## src/rtl/reg_wb_arbiter.sv

```systemverilog
// rtl/reg_wb_arbiter.sv - two-port writeback arbiter for reg_bank with RAW hazard detect (optional REG_WB_BYPASS_EN forwarding)
module reg_wb_arbiter #(
    parameter int ADDR_W = 5,
    parameter int DATA_W = 32
) (
    input  logic              clk,
    input  logic              rst,
    input  logic              wr0_valid,
    input  logic [ADDR_W-1:0] wr0_addr,
    input  logic [DATA_W-1:0] wr0_data,
    output logic              wr0_ready,
    input  logic              wr1_valid,
    input  logic [ADDR_W-1:0] wr1_addr,
    input  logic [DATA_W-1:0] wr1_data,
    output logic              wr1_ready,
    input  logic [ADDR_W-1:0] rd_a_addr,
    input  logic [ADDR_W-1:0] rd_b_addr,
    output logic [ADDR_W-1:0] rb_dirwrite,
    output logic [DATA_W-1:0] rb_datawrite,
    output logic              rb_memwrite,
    output logic              rb_memread,
`ifdef REG_WB_BYPASS_EN
    input  logic [DATA_W-1:0] bank_a,
    input  logic [DATA_W-1:0] bank_b,
    output logic [DATA_W-1:0] fwd_a,
    output logic [DATA_W-1:0] fwd_b,
`endif
    output logic              hazard
);

    logic              buf0_full_q, buf0_full_d;
    logic [ADDR_W-1:0] buf0_addr_q, buf0_addr_d;
    logic [DATA_W-1:0] buf0_data_q, buf0_data_d;
    logic              buf1_full_q, buf1_full_d;
    logic [ADDR_W-1:0] buf1_addr_q, buf1_addr_d;
    logic [DATA_W-1:0] buf1_data_q, buf1_data_d;
    logic              rr_q, rr_d;
    logic              rb_memwrite_q, rb_memwrite_d;
    logic              rb_memread_q, rb_memread_d;
    logic [ADDR_W-1:0] rb_dirwrite_q, rb_dirwrite_d;
    logic [DATA_W-1:0] rb_datawrite_q, rb_datawrite_d;

    logic grant0, grant1;
    logic load0, load1;

    // Round-robin grant: a lone full buffer wins, contention goes to the rr port
    always_comb begin
        grant0 = buf0_full_q && (!buf1_full_q || !rr_q);
        grant1 = buf1_full_q && (!buf0_full_q || rr_q);
    end

    assign wr0_ready = !buf0_full_q || grant0;
    assign wr1_ready = !buf1_full_q || grant1;

    // Writes to register 0 complete the handshake but never occupy a buffer
    assign load0 = wr0_valid && wr0_ready && (wr0_addr != '0);
    assign load1 = wr1_valid && wr1_ready && (wr1_addr != '0);

    // Next state for the holding buffers, rr pointer and registered write port
    always_comb begin
        buf0_full_d    = buf0_full_q;
        buf0_addr_d    = buf0_addr_q;
        buf0_data_d    = buf0_data_q;
        buf1_full_d    = buf1_full_q;
        buf1_addr_d    = buf1_addr_q;
        buf1_data_d    = buf1_data_q;
        rr_d           = rr_q;
        rb_memwrite_d  = grant0 || grant1;
        rb_memread_d   = 1'b1;
        rb_dirwrite_d  = rb_dirwrite_q;
        rb_datawrite_d = rb_datawrite_q;

        if (load0) begin
            buf0_full_d = 1'b1;
            buf0_addr_d = wr0_addr;
            buf0_data_d = wr0_data;
        end else if (grant0) begin
            buf0_full_d = 1'b0;
        end

        if (load1) begin
            buf1_full_d = 1'b1;
            buf1_addr_d = wr1_addr;
            buf1_data_d = wr1_data;
        end else if (grant1) begin
            buf1_full_d = 1'b0;
        end

        // Pointer only moves when both buffers competed this cycle
        if (buf0_full_q && buf1_full_q) begin
            rr_d = !rr_q;
        end

        if (grant0) begin
            rb_dirwrite_d  = buf0_addr_q;
            rb_datawrite_d = buf0_data_q;
        end else if (grant1) begin
            rb_dirwrite_d  = buf1_addr_q;
            rb_datawrite_d = buf1_data_q;
        end
    end

    // State registers; async reset discards any pending writes at once
    always_ff @(posedge clk or posedge rst) begin
        if (rst) begin
            buf0_full_q    <= 1'b0;
            buf0_addr_q    <= '0;
            buf0_data_q    <= '0;
            buf1_full_q    <= 1'b0;
            buf1_addr_q    <= '0;
            buf1_data_q    <= '0;
            rr_q           <= 1'b0;
            rb_memwrite_q  <= 1'b0;
            rb_memread_q   <= 1'b0;
            rb_dirwrite_q  <= '0;
            rb_datawrite_q <= '0;
        end else begin
            buf0_full_q    <= buf0_full_d;
            buf0_addr_q    <= buf0_addr_d;
            buf0_data_q    <= buf0_data_d;
            buf1_full_q    <= buf1_full_d;
            buf1_addr_q    <= buf1_addr_d;
            buf1_data_q    <= buf1_data_d;
            rr_q           <= rr_d;
            rb_memwrite_q  <= rb_memwrite_d;
            rb_memread_q   <= rb_memread_d;
            rb_dirwrite_q  <= rb_dirwrite_d;
            rb_datawrite_q <= rb_datawrite_d;
        end
    end

    assign rb_memwrite  = rb_memwrite_q;
    assign rb_memread   = rb_memread_q;
    assign rb_dirwrite  = rb_dirwrite_q;
    assign rb_datawrite = rb_datawrite_q;

`ifdef REG_WB_BYPASS_EN
    // Newest pending value for a read address: buffers beat the output register,
    // and when both buffers match, the one granted second (not at rr) is newer
    function automatic logic [DATA_W-1:0] fwd_pick(input logic [ADDR_W-1:0] ra,
                                                   input logic [DATA_W-1:0] bank);
        logic m0, m1, mo;
        m0 = buf0_full_q && (buf0_addr_q == ra);
        m1 = buf1_full_q && (buf1_addr_q == ra);
        mo = rb_memwrite_q && (rb_dirwrite_q == ra);
        if (ra == '0)        fwd_pick = bank;
        else if (m0 && m1)   fwd_pick = rr_q ? buf0_data_q : buf1_data_q;
        else if (m1)         fwd_pick = buf1_data_q;
        else if (m0)         fwd_pick = buf0_data_q;
        else if (mo)         fwd_pick = rb_datawrite_q;
        else                 fwd_pick = bank;
    endfunction

    // Forwarded read data; grant order always ranks two matching buffers, so no stall is needed
    always_comb begin
        fwd_a  = fwd_pick(rd_a_addr, bank_a);
        fwd_b  = fwd_pick(rd_b_addr, bank_b);
        hazard = 1'b0;
    end
`else
    function automatic logic pending_match(input logic [ADDR_W-1:0] ra);
        pending_match = (ra != '0) &&
                        ((buf0_full_q && (buf0_addr_q == ra)) ||
                         (buf1_full_q && (buf1_addr_q == ra)) ||
                         (rb_memwrite_q && (rb_dirwrite_q == ra)));
    endfunction

    // Stall request while either read address targets an uncommitted write
    always_comb begin
        hazard = pending_match(rd_a_addr) || pending_match(rd_b_addr);
    end
`endif

endmodule

```

## config.mk

```make
export PLATFORM = sky130hd
export DESIGN_NAME = reg_wb_arbiter
export DESIGN_NICKNAME = d
export VERILOG_FILES = /design/src/rtl/reg_wb_arbiter.sv
export SDC_FILE = /design/constraint.sdc
export NUM_CORES = 1
export LEC_CHECK = 0
export ABC_CLOCK_PERIOD_IN_PS = 7380
export BUFFER_PORTS_ARGS = -buffer_cell sky130_fd_sc_hd__buf_4
export CORE_MARGIN = 1.5
export CORE_UTILIZATION = 56
export DETAILED_ROUTE_END_ITERATION = 7
export PLACE_DENSITY_LB_ADDON = 0.15
export SYNTH_ARGS = -nofsm -noshare
export SYNTH_HDL_FRONTEND = slang
export SYNTH_SLANG_ARGS = --single-unit
```

## constraint.sdc

```tcl
create_clock -name clk -period 7.38 [get_ports clk]
set_clock_uncertainty 0.1 [all_clocks]
set_input_delay 0.369 -clock clk [delete_from_list [all_inputs] [get_ports clk]]
set_output_delay 0.369 -clock clk [all_outputs]
set_load 0.03 [all_outputs]
```

==> results.md, run 1 <==
* Post-Synth XOR/XNOR Area at 5.37%
* Share of total power in the clock network at 26.6%
* Initial DRC Count at 184
* FMAX at 0.400 GHz
* CTS-repair resized insts at 0
* Die area at 9320 um^2
* Power Density at 390 nW/um^2
* Number of buffers on the longest clock path at 2
* Status: complete, no violations
* Antenna violations before repair at 1
* Switching part of the total power at 37.4%
* Syn Std Cell Area at 4900 um^2
* Count of unresolved DRC violations after routing at 0
* Worst hold path class: in -> reg
* Initial core utilization at 58.7%
* Internal at 0.00174 W
* Fraction of the mapped netlist area in simple logic gates at 8.51%
* Combinational fraction of design power at 36.3%
* Most common cell after layout, fill and taps aside: buf_4
* Horizontal die dimension at 96.5 um
* Worst Path Class, Setup: reg -> out
* Critical Path Sink Type: output pin
* Clock edge transition at the registers on the reported setup and hold paths at 0.06 ns
* Syn Inst Count at 389
* Antenna violation net count after detailed routing at 0
* Reg-to-reg critical path endpoint: rb_datawrite[14]
* Total negative setup slack at 0 ns
* PortBufs at 129
* Count of boundary I/O pins at 130
* Via count of the routed design at 3881
* Number of inserted filler cells in the final layout at 432
* Largest cells by area after synthesis: dfrtp_1 (59%), mux2_1 (8.3%), mux2_2 (8.3%), nand2_1 (6.5%), a22oi_1 (5.7%)
* Cts bufs inserted at 17
* Pin count of the biggest net entering global routing at 66
* Element type at the critical path start: flip-flop
* Total GRT Usage at 29.2%
* Unrepaired setup endpoints after global routing: no
* Pre-Repair DR Iteration Count at 4
* Area share of the largest cell type after synthesis at 59.3%
* Cell area after layout at 7130 um^2
* Final layout net count at 674
* Power spent charging and discharging nets at 0.00104 W
* Final wirelength at 12.9 mm
* Met3 routed WL at 845 um
* Post-synthesis cell type count at 27
* Final clock period utilization by the worst path at 33.9%
* Biggest area consumer among synthesized cells: dfrtp_1
* Placeable core region at 8340 um^2
* Hold wc startpoint: wr1_data[26]
* Synth Register Bits at 116
* Worst-case vdd ir drop at 0.307 mV
* Clock root buffer: clkbuf_8
* First element of the critical path: buf1_addr_q[3]
* Row count at 33
* Clock Sink Count at 116
* Number of nets produced by synthesis at 477
* Count of final max-slew check failures at 0
* Synthesis Warnings at 0
* Weighted congestion reported at the end of routability-driven placement at 0.892
* Worst setup path endpoint: hazard
* Wire length of the first global-routing pass at 20.0 mm
* Share of layout cells above drive strength 1 at 34.2%
* Crit path time final at 2.50 ns
* Post-synthesis compound-gate area fraction at 7.28%
* Data required time of the critical path at 6.91 ns
* Detailed-placement wirelength estimate at 7.24 mm
* Reg-to-Reg Start: buf1_full_q
* Highest routed metal layer: met4
* Detailed-routing wirelength on met1 at 4.96 mm
* Top library cells by usage in the layout, fill and taps aside: buf_4 (133), dfrtp_1 (116), nand2_1 (85)
* Combinational family with the most area after synthesis: multiplexers
* H-Tree Depth at 4
* Number of setup buffers added after CTS at 0
* Avg Synthesized Cell Area at 12.6 um^2
* Vias/cell at 5.50
* Wire length on met2 at 6.71 mm
* Multiplexer area fraction after synthesis at 16.6%
* Worst Max-Slew Pin Slew at 1.10 ns
* Adder and majority gate portion of the synthesized area at 0%
* Register area share after synthesis at 59.3%
* WL per Instance at 18.2 um
* Max Cap Viol at 0
* Leakage power figure at 3.30 nW
* Setup violators final at 0
* CTS tree: done
* Layout area overhead at 45.5%
* CP Max Fanout at 4
* Worst reg2reg setup slack at 5.10 ns
* Cell depth of the worst flop-to-flop path at 4
* Endpoints failing hold at 0
* Sequential group share of total power at 37.1%
* Max transition margin at 26.5%
* Die H at 96.5 um
* Vias in the first global route at 4228
* DP Area at 5940 um^2
* Grt total ovfl at 0
* Worst EP arrival at 2.03 ns
* Clock latency on the worst-skew pair at 0.50 ns
==> cell usage after synthesis <==
| cell type | number |
|---|---|
| o211ai_2 | 2 |
| conb_1 | 1 |
| o211ai_1 | 1 |
| buf_2 | 1 |
| inv_1 | 2 |
| nand3_1 | 1 |
| a31oi_1 | 1 |
| buf_6 | 4 |
| a21boi_0 | 1 |
| a32o_1 | 2 |
| o22ai_1 | 2 |
| nor3_1 | 1 |
| nand2_1 | 85 |
| xnor2_1 | 22 |
| nand4_1 | 5 |
| or4_1 | 3 |
| mux2_2 | 36 |
| dfrtp_1 | 116 |
| buf_8 | 2 |
| or2_2 | 1 |
| nor2_1 | 4 |
| a22oi_1 | 37 |
| mux2_1 | 36 |
| xor2_1 | 8 |
| nor4_1 | 2 |
| buf_4 | 2 |
| clkbuf_1 | 11 |
==> state kept, by name, indices dropped and copies added (netlist names), 5 cells and up <==
name	flops
buf1_data_q	32
rb_datawrite	32
buf0_addr_q	5
rb_dirwrite	5
buf1_addr_q	5
buf0_data_q	32
==> power by group through the flow <==
stage | Combinational, W | Sequential, W | Clock, W
floorplan | 0.000440 | 0.00120 | 0
global placement | 0.000938 | 0.00102 | 0
detailed placement | 0.000967 | 0.00103 | 0
CTS | 0.000999 | 0.00102 | 0.000745
global route | 0.00109 | 0.00106 | 0.000775
finish | 0.00101 | 0.00103 | 0.000739
==> per-layer routing <==
layer / track usage [%] / vias up
met1: 33.5 / 1941
met2: 51.2 / 158
met5: 0 / -
met4: 12.1 / 0
li1: - / 1753
met3: 7.98 / 29
==> repair_timing <==
action                                  CTS  global route
hold buffers                             62             3
hold endpoints to repair                112             3
endpoints found under the setup margin    0             0
==> final cells by class <==
type / instances / area (um^2) / share of cell area (%)
multi-input combinational: 251 / 1890 / 26.6
clock inverter: 10 / 82.6 / 1.16
antenna: 1 / 2.50 / 0.0351
clock buffer: 22 / 453 / 6.36
sequential: 116 / 2900 / 40.7
timing repair buffer: 198 / 1650 / 23.1
inverter: 2 / 10.0 / 0.140
tap: 105 / 131 / 1.84
==> stage by stage <==
| step | setup WS, ns | hold slack (ns) | cells | power (W) | util, % |
|---|---|---|---|---|---|
| 3_3_place_gp | 5.04 | 0.352 | 607 | 0.00196 | 71.2 |
| 3_5_place_dp | 5.03 | 0.360 | 607 | 0.00200 | 71.2 |
| 6_report | 4.88 | 0.00470 | 705 | 0.00278 | 85.4 |
| 4_1_cts | 4.89 | 0.000510 | 701 | 0.00277 | 85.0 |
| 2_1_floorplan | 3.84 | 0.340 | 389 | 0.00164 | - |
| 5_1_grt | 4.75 | 0.00415 | 705 | 0.00292 | 85.4 |
==> cell families after synthesis <==
logic type / after synthesis
AOI/OAI and AO/OA: 46
xor gates and xnor gates: 30
buffers and inverters: 22
DFF: 116
muxes: 72
other: 1
and+or+nand+nor: 102
==> critical path, cell delays in order, from the launching register on <==
cell,delay (ns)
dfrtp_1,0.45
xor2_1,0.18
nor4_1,0.31
a31oi_1,0.15
o211ai_1,0.23
buf_4,0.20
==> worst min-delay path by stage <==
stage,to,slack (ns),depth (start not counted)
after global routing,buf0_data_q[24],0.004,2
after global placement,rb_datawrite[21],0.35,2
after CTS,buf1_data_q[29],0.0005,2
after floorplan,rb_datawrite[18],0.34,2
final,buf1_data_q[26],0.005,2
after detailed placement,rb_datawrite[12],0.36,2
Note: power is estimated with default switching activity, not from simulation.
==> run 2, diff against run 1 <==
--- a/config.mk
+++ b/config.mk
@@ -5,10 +5,10 @@
 export SDC_FILE = /design/constraint.sdc
 export NUM_CORES = 1
 export LEC_CHECK = 0
-export ABC_CLOCK_PERIOD_IN_PS = 7380
+export ABC_CLOCK_PERIOD_IN_PS = 2500
 export BUFFER_PORTS_ARGS = -buffer_cell sky130_fd_sc_hd__buf_4
 export CORE_MARGIN = 1.5
-export CORE_UTILIZATION = 56
+export CORE_UTILIZATION = 52
 export DETAILED_ROUTE_END_ITERATION = 7
 export PLACE_DENSITY_LB_ADDON = 0.15
 export SYNTH_ARGS = -nofsm -noshare
==> constraint.sdc (replaced) <==
create_clock -name clk -period 2.5 [get_ports clk]
set_clock_uncertainty 0.1 [all_clocks]
set_input_delay 0.125 -clock clk [delete_from_list [all_inputs] [get_ports clk]]
set_output_delay 0.125 -clock clk [all_outputs]
set_load 0.03 [all_outputs]
==> run 2 against run 1 <==
  * Critical path depth is 1 higher
  * Global-route usage is 2.2 points lower
  * Critical endpoint is now buf1_addr_q[0]
  * Worst setup slack worse by 4.8 ns
==> results.md, run 2 (synthesized netlist as in run 1, its figures left out) <==
* Status: complete, no violations
* Most common cell after layout, fill and taps aside: buf_4
* Series of cell instances along the critical path: dlygate4sd3_1, buf_4, or4_1, o211ai_4, mux2_2, dlygate4sd3_1
* Post-route worst setup slack at 0.103 ns
* Pin count of the biggest net entering global routing at 117
* Number of cells in the design after placement at 618
* Share of the core filled with cells in the final layout at 81.3%
* Leakage power figure at 3.45 nW
* Final wirelength at 12.6 mm
* CTS tree: done
* H-Tree Depth at 4
* Placeable core region at 9200 um^2
* Unrepaired setup endpoints after global routing: no
* Count of final max-slew check failures at 0
* Clock root buffer: clkbuf_8
* Antenna violation net count after detailed routing at 0
* Grt total ovfl at 0
* Worst-case vdd ir drop at 0.748 mV
* Count of unresolved DRC violations after routing at 0
* Clock edge transition at the registers on the reported setup and hold paths at 0.06 ns
* Top library cells by usage in the layout, fill and taps aside: buf_4 (135), dfrtp_1 (116), nand2_1 (85)
* Cell at the slowest stage of the critical path: or4_1
* Max transition margin at 60.4%
* Family of cells with the greatest summed delay on the critical path: buffers and inverters
* Number of buffers on the longest clock path at 2
* CP Max Fanout at 8
* Final layout net count at 698
* Largest stage delay, worst path at 0.58 ns
* Total negative setup slack at 0 ns
* PortBufs at 129
* Horizontal die dimension at 100 um
* Number of setup buffers added after CTS at 0
* Cts bufs inserted at 17
* Number of cells in the finished layout apart from fillers at 734
* Detailed-placement wirelength estimate at 7.43 mm
* Final-layout worst hold slack at 0.0380 ns
* Antenna violations before repair at 0
* Detailed-routing wirelength on met1 at 5.08 mm
* Most used cell along the critical path: dlygate4sd3_1
* Vias in the first global route at 4277
* Setup violators final at 0
* Row count at 35
* Crit path time final at 2.40 ns
* Wire length on met2 at 6.56 mm
* Vias/cell at 5.38
* Final clock period utilization by the worst path at 95.9%
* Data required time of the critical path at 2.78 ns
* Share of layout cells above drive strength 1 at 34.0%
* Pre-Repair DR Iteration Count at 4
* Buffers & Inverters on Critical Path at 3
* Die area at 10000 um^2
* Power Density at 1160 nW/um^2
* Weighted congestion reported at the end of routability-driven placement at 0.876
* Clock latency on the worst-skew pair at 0.51 ns
* FMAX at 0.417 GHz
* Initial DRC Count at 165
* Met3 routed WL at 745 um
* WL per Instance at 17.1 um
* Element type at the critical path start: input pin
* Clock Sink Count at 116
* Number of diodes at 0
* Via count of the routed design at 3948
* Worst Path Class, Setup: in -> reg
* Endpoints failing hold at 0
* Max Cap Viol at 0
* Initial core utilization at 53.3%
* Wire length of the first global-routing pass at 20.5 mm
* Pre-CTS worst setup slack at 0.463 ns
* Worst hold path class: in -> reg
* Highest routed metal layer: met4
* Die H at 100 um
* Layout area overhead at 52.8%
* Worst Max-Slew Pin Slew at 0.594 ns
* Count of boundary I/O pins at 130
* Worst EP arrival at 2.68 ns
* Critical Path Sink Type: flip-flop
* Total GRT Usage at 26.9%
[run 2: worst reg2reg max path: cells and delay by family, from the launching register on]
family                 cells  cell delay (ns)
AO/OA/AOI/OAI              1             0.19
multiplexers               1             0.38
buffers and inverters      1             0.57
AND/OR/NAND/NOR            2             0.48
flip-flops                 1             0.51
[run 2: metrics by stage]
stage | cell area (um^2) | power, W
after floorplan | 4900 | 0.00483
after global placement | 6020 | 0.00586
after detailed placement | 6020 | 0.00596
after CTS | 7480 | 0.00866
after global routing | 7480 | 0.00909
final | 7480 | 0.00866
[run 2: final timing paths]
kind | startpoint | endpoint | slack [ns] | cells after the start
setup / recovery | wr1_addr[0] | buf1_addr_q[0] | 0.10 | 6
max in group asynchronous | rst | buf1_addr_q[0] | 1.61 | 4
setup reg to reg | buf1_full_q | buf1_addr_q[0] | 0.17 | 5
hold / removal | wr0_valid | buf0_full_q | 0.04 | 4
min in group asynchronous | rst | buf0_data_q[16] | 0.25 | 4
hold reg to reg | buf1_data_q[3] | rb_datawrite[3] | 0.37 | 2
[run 2: power by group]
part | leakage [nW] | switching (W) | internal [W]
Combinational | 1.79 | 0.00173 | 0.00136
Sequential | 1.36 | 0.000511 | 0.00254
Clock | 0.296 | 0.000891 | 0.00163
[run 2: cell type report]
cell class                      count  area (um^2)
Sequential cell                   116         2900
Timing Repair Buffer              222         1910
Multi-Input combinational cell    251         1890
Fill cell                         506         1720
Clock buffer                       18          418
Clock inverter                     14          201
Tap cell                          111          139
Inverter                            2         11.3
[run 2: metal layers]
metal / GRT usage [%] / up-vias
met2: 47.2 / 158
met3: 5.85 / 21
met4: 9.75 / 0
met5: 0 / -
li1: - / 1801
met1: 32.9 / 1968
[run 2: what timing repair did]
item | in CTS | in global routing
endpoints found under the setup margin | 0 | 0
resized for setup | 0 | 0
hold endpoints to repair | 190 | 0
hold buffers | 84 | 0
==> run 3, diff against run 2 <==
--- a/config.mk
+++ b/config.mk
@@ -7,7 +7,7 @@
 export LEC_CHECK = 0
 export ABC_CLOCK_PERIOD_IN_PS = 2500
 export BUFFER_PORTS_ARGS = -buffer_cell sky130_fd_sc_hd__buf_4
-export CORE_MARGIN = 1.5
+export CAP_MARGIN = 30
 export CORE_UTILIZATION = 52
 export DETAILED_ROUTE_END_ITERATION = 7
 export PLACE_DENSITY_LB_ADDON = 0.15
==> run 3 against run 2 <==
  * Total power shrank 0.54%
  * Fmax increased by 4.6%
  * Wire length up 1.2%
  * Non-clock buffer count down 8
  * Flip-flop and latch count unchanged
  * Critical endpoint is now hazard
  * Highest routed layer unchanged
==> results.md, run 3 (synthesized netlist as in run 1, its figures left out) <==
* CTS tree: done
* Clock root buffer: clkbuf_8
* Wire length of the first global-routing pass at 20.9 mm
* Via count of the routed design at 3932
* H-Tree Depth at 4
* Power Density at 1160 nW/um^2
* Cts bufs inserted at 17
* Clock Sink Count at 116
* Hold wc startpoint: wr0_valid
* Largest stage delay, worst path at 0.45 ns
* Weighted congestion reported at the end of routability-driven placement at 0.901
* Unrepaired setup endpoints after global routing: no
* Buffers & Inverters on Critical Path at 1
* Worst Max-Slew Pin Slew at 0.871 ns
* Endpoints failing hold at 0
* Layout area overhead at 51.7%
* Total GRT Usage at 28.3%
* Cell area after layout at 7430 um^2
* Initial core utilization at 53.3%
* Max transition margin at 41.8%
* Reg-to-Reg Start: buf1_full_q
* Final wirelength at 12.7 mm
* DP Area at 6030 um^2
* Initial DRC Count at 152
* Cell depth of the worst flop-to-flop path at 5
* Leakage power figure at 3.43 nW
* Post-route worst setup slack at 0.208 ns
* Setup violators final at 0
* Series of cell instances along the critical path: xor2_1, nor4_1, a31oi_1, o211ai_1, buf_4
* Number of cells in the finished layout apart from fillers at 725
* Pin count of the biggest net entering global routing at 42
* Element type at the critical path start: flip-flop
* Vias/cell at 5.42
* Placeable core region at 9200 um^2
* Worst EP arrival at 2.07 ns
* Data required time of the critical path at 2.28 ns
* Grt total ovfl at 0
* Number of diodes at 0
* WL per Instance at 17.5 um
* First element of the critical path: buf1_addr_q[3]
* CTS-repair resized insts at 0
* Share of layout cells above drive strength 1 at 34.2%
* CP Max Fanout at 4
* Row count at 35
* Total negative setup slack at 0 ns
* Worst-case vdd ir drop at 0.686 mV
* Pre-CTS worst setup slack at 0.434 ns
* Count of boundary I/O pins at 130
* Die area at 9810 um^2
* Count of unresolved DRC violations after routing at 0
* Final clock period utilization by the worst path at 91.7%
* Worst reg2reg setup slack at 0.35 ns
* Crit path time final at 2.29 ns
* Count of final max-slew check failures at 0
* Antenna violation net count after detailed routing at 0
* Number of inserted filler cells in the final layout at 541
* Worst Path Class, Setup: reg -> out
* Antenna violations before repair at 0
* Cell at the slowest stage of the critical path: dfrtp_1
* PortBufs at 129
* Status: complete, no violations
* Family of cells with the greatest summed delay on the critical path: flip-flops
* Cts hold-fix bufs at 78
* Horizontal die dimension at 99.0 um
* Min-Delay Endpoint: buf0_full_q
* Clock edge transition at the registers on the reported setup and hold paths at 0.05 ns
* Reg-to-reg critical path endpoint: buf0_addr_q[2]
* Vias in the first global route at 4177
* Critical Path Sink Type: output pin
* Share of the core filled with cells in the final layout at 80.8%
* Top library cells by usage in the layout, fill and taps aside: buf_4 (131), dfrtp_1 (116), nand2_1 (85)
* Max Cap Viol at 0
* Most common cell after layout, fill and taps aside: buf_4
* Detailed-placement wirelength estimate at 7.21 mm
* Number of cells in the design after placement at 616
* Worst hold stages at 4
* Final layout net count at 690
* Number of buffers on the longest clock path at 2
* Clock latency on the worst-skew pair at 0.51 ns
* Die H at 99.0 um
* Worst hold path class: in -> reg
* FMAX at 0.436 GHz
* Pre-Repair DR Iteration Count at 5
* Number of setup buffers added after CTS at 0
-- run 3: cell types whose count changed in the layout (fill, tap and decap cells not counted) --
cell           before  now
buf_12              3    5
buf_4             135  131
clkbuf_1            1    0
clkinv_4            4    5
clkinvlp_4          3    2
dlygate4sd3_1      84   78
-- run 3: worst register-to-register path: stages, from the launching register on --
cell	delay, ns
dfrtp_1	0.52
nand3_1	0.31
o211ai_4	0.19
buf_12	0.27
a32o_1	0.16
dlygate4sd3_1	0.55
-- run 3: area by class of cell --
cell class	instances	area (um^2)	share of cell area, %
repair buffers	214	1860	25.1
well taps	111	139	1.87
flip-flops and latches	116	2900	39.1
clock inverters	14	203	2.73
multi-input cells	251	1890	25.5
clock buffers	17	414	5.58
inverters	2	11.3	0.152
-- run 3: worst max-delay path by stage --
| stage | endpoint | slack (ns) | cells after the start |
|---|---|---|---|
| floorplan | buf1_data_q[0] | 0.65 | 7 |
| global placement | buf1_data_q[31] | 0.49 | 5 |
| detailed placement | buf1_data_q[7] | 0.43 | 5 |
| CTS | hazard | 0.24 | 5 |
| global route | hazard | 0.12 | 5 |
| finish | hazard | 0.21 | 5 |
-- run 3: report_power, final --
group          total, W  internal, W  switching (W)  leakage, nW
combinational   0.00306      0.00132        0.00174         1.77
sequential      0.00302      0.00253       0.000489         1.36
clock           0.00253      0.00163       0.000899        0.299
total           0.00861      0.00548        0.00312         3.43
-- run 3: metrics by stage --
step	hold WS, ns	power, W
6_report	0.0399	0.00861
5_1_grt	0.0497	0.00904
4_1_cts	0.0142	0.00863
3_5_place_dp	0.233	0.00595
3_3_place_gp	0.224	0.00587
2_1_floorplan	0.157	0.00483
-- run 3: layer usage --
metal  track usage (%)  up-vias  wire length, um
met1              34.8     1962             5240
met5                 0        -                0
met4              12.3        0              329
li1                  -     1783                -
met3              7.09       28              648
met2              47.4      159             6500
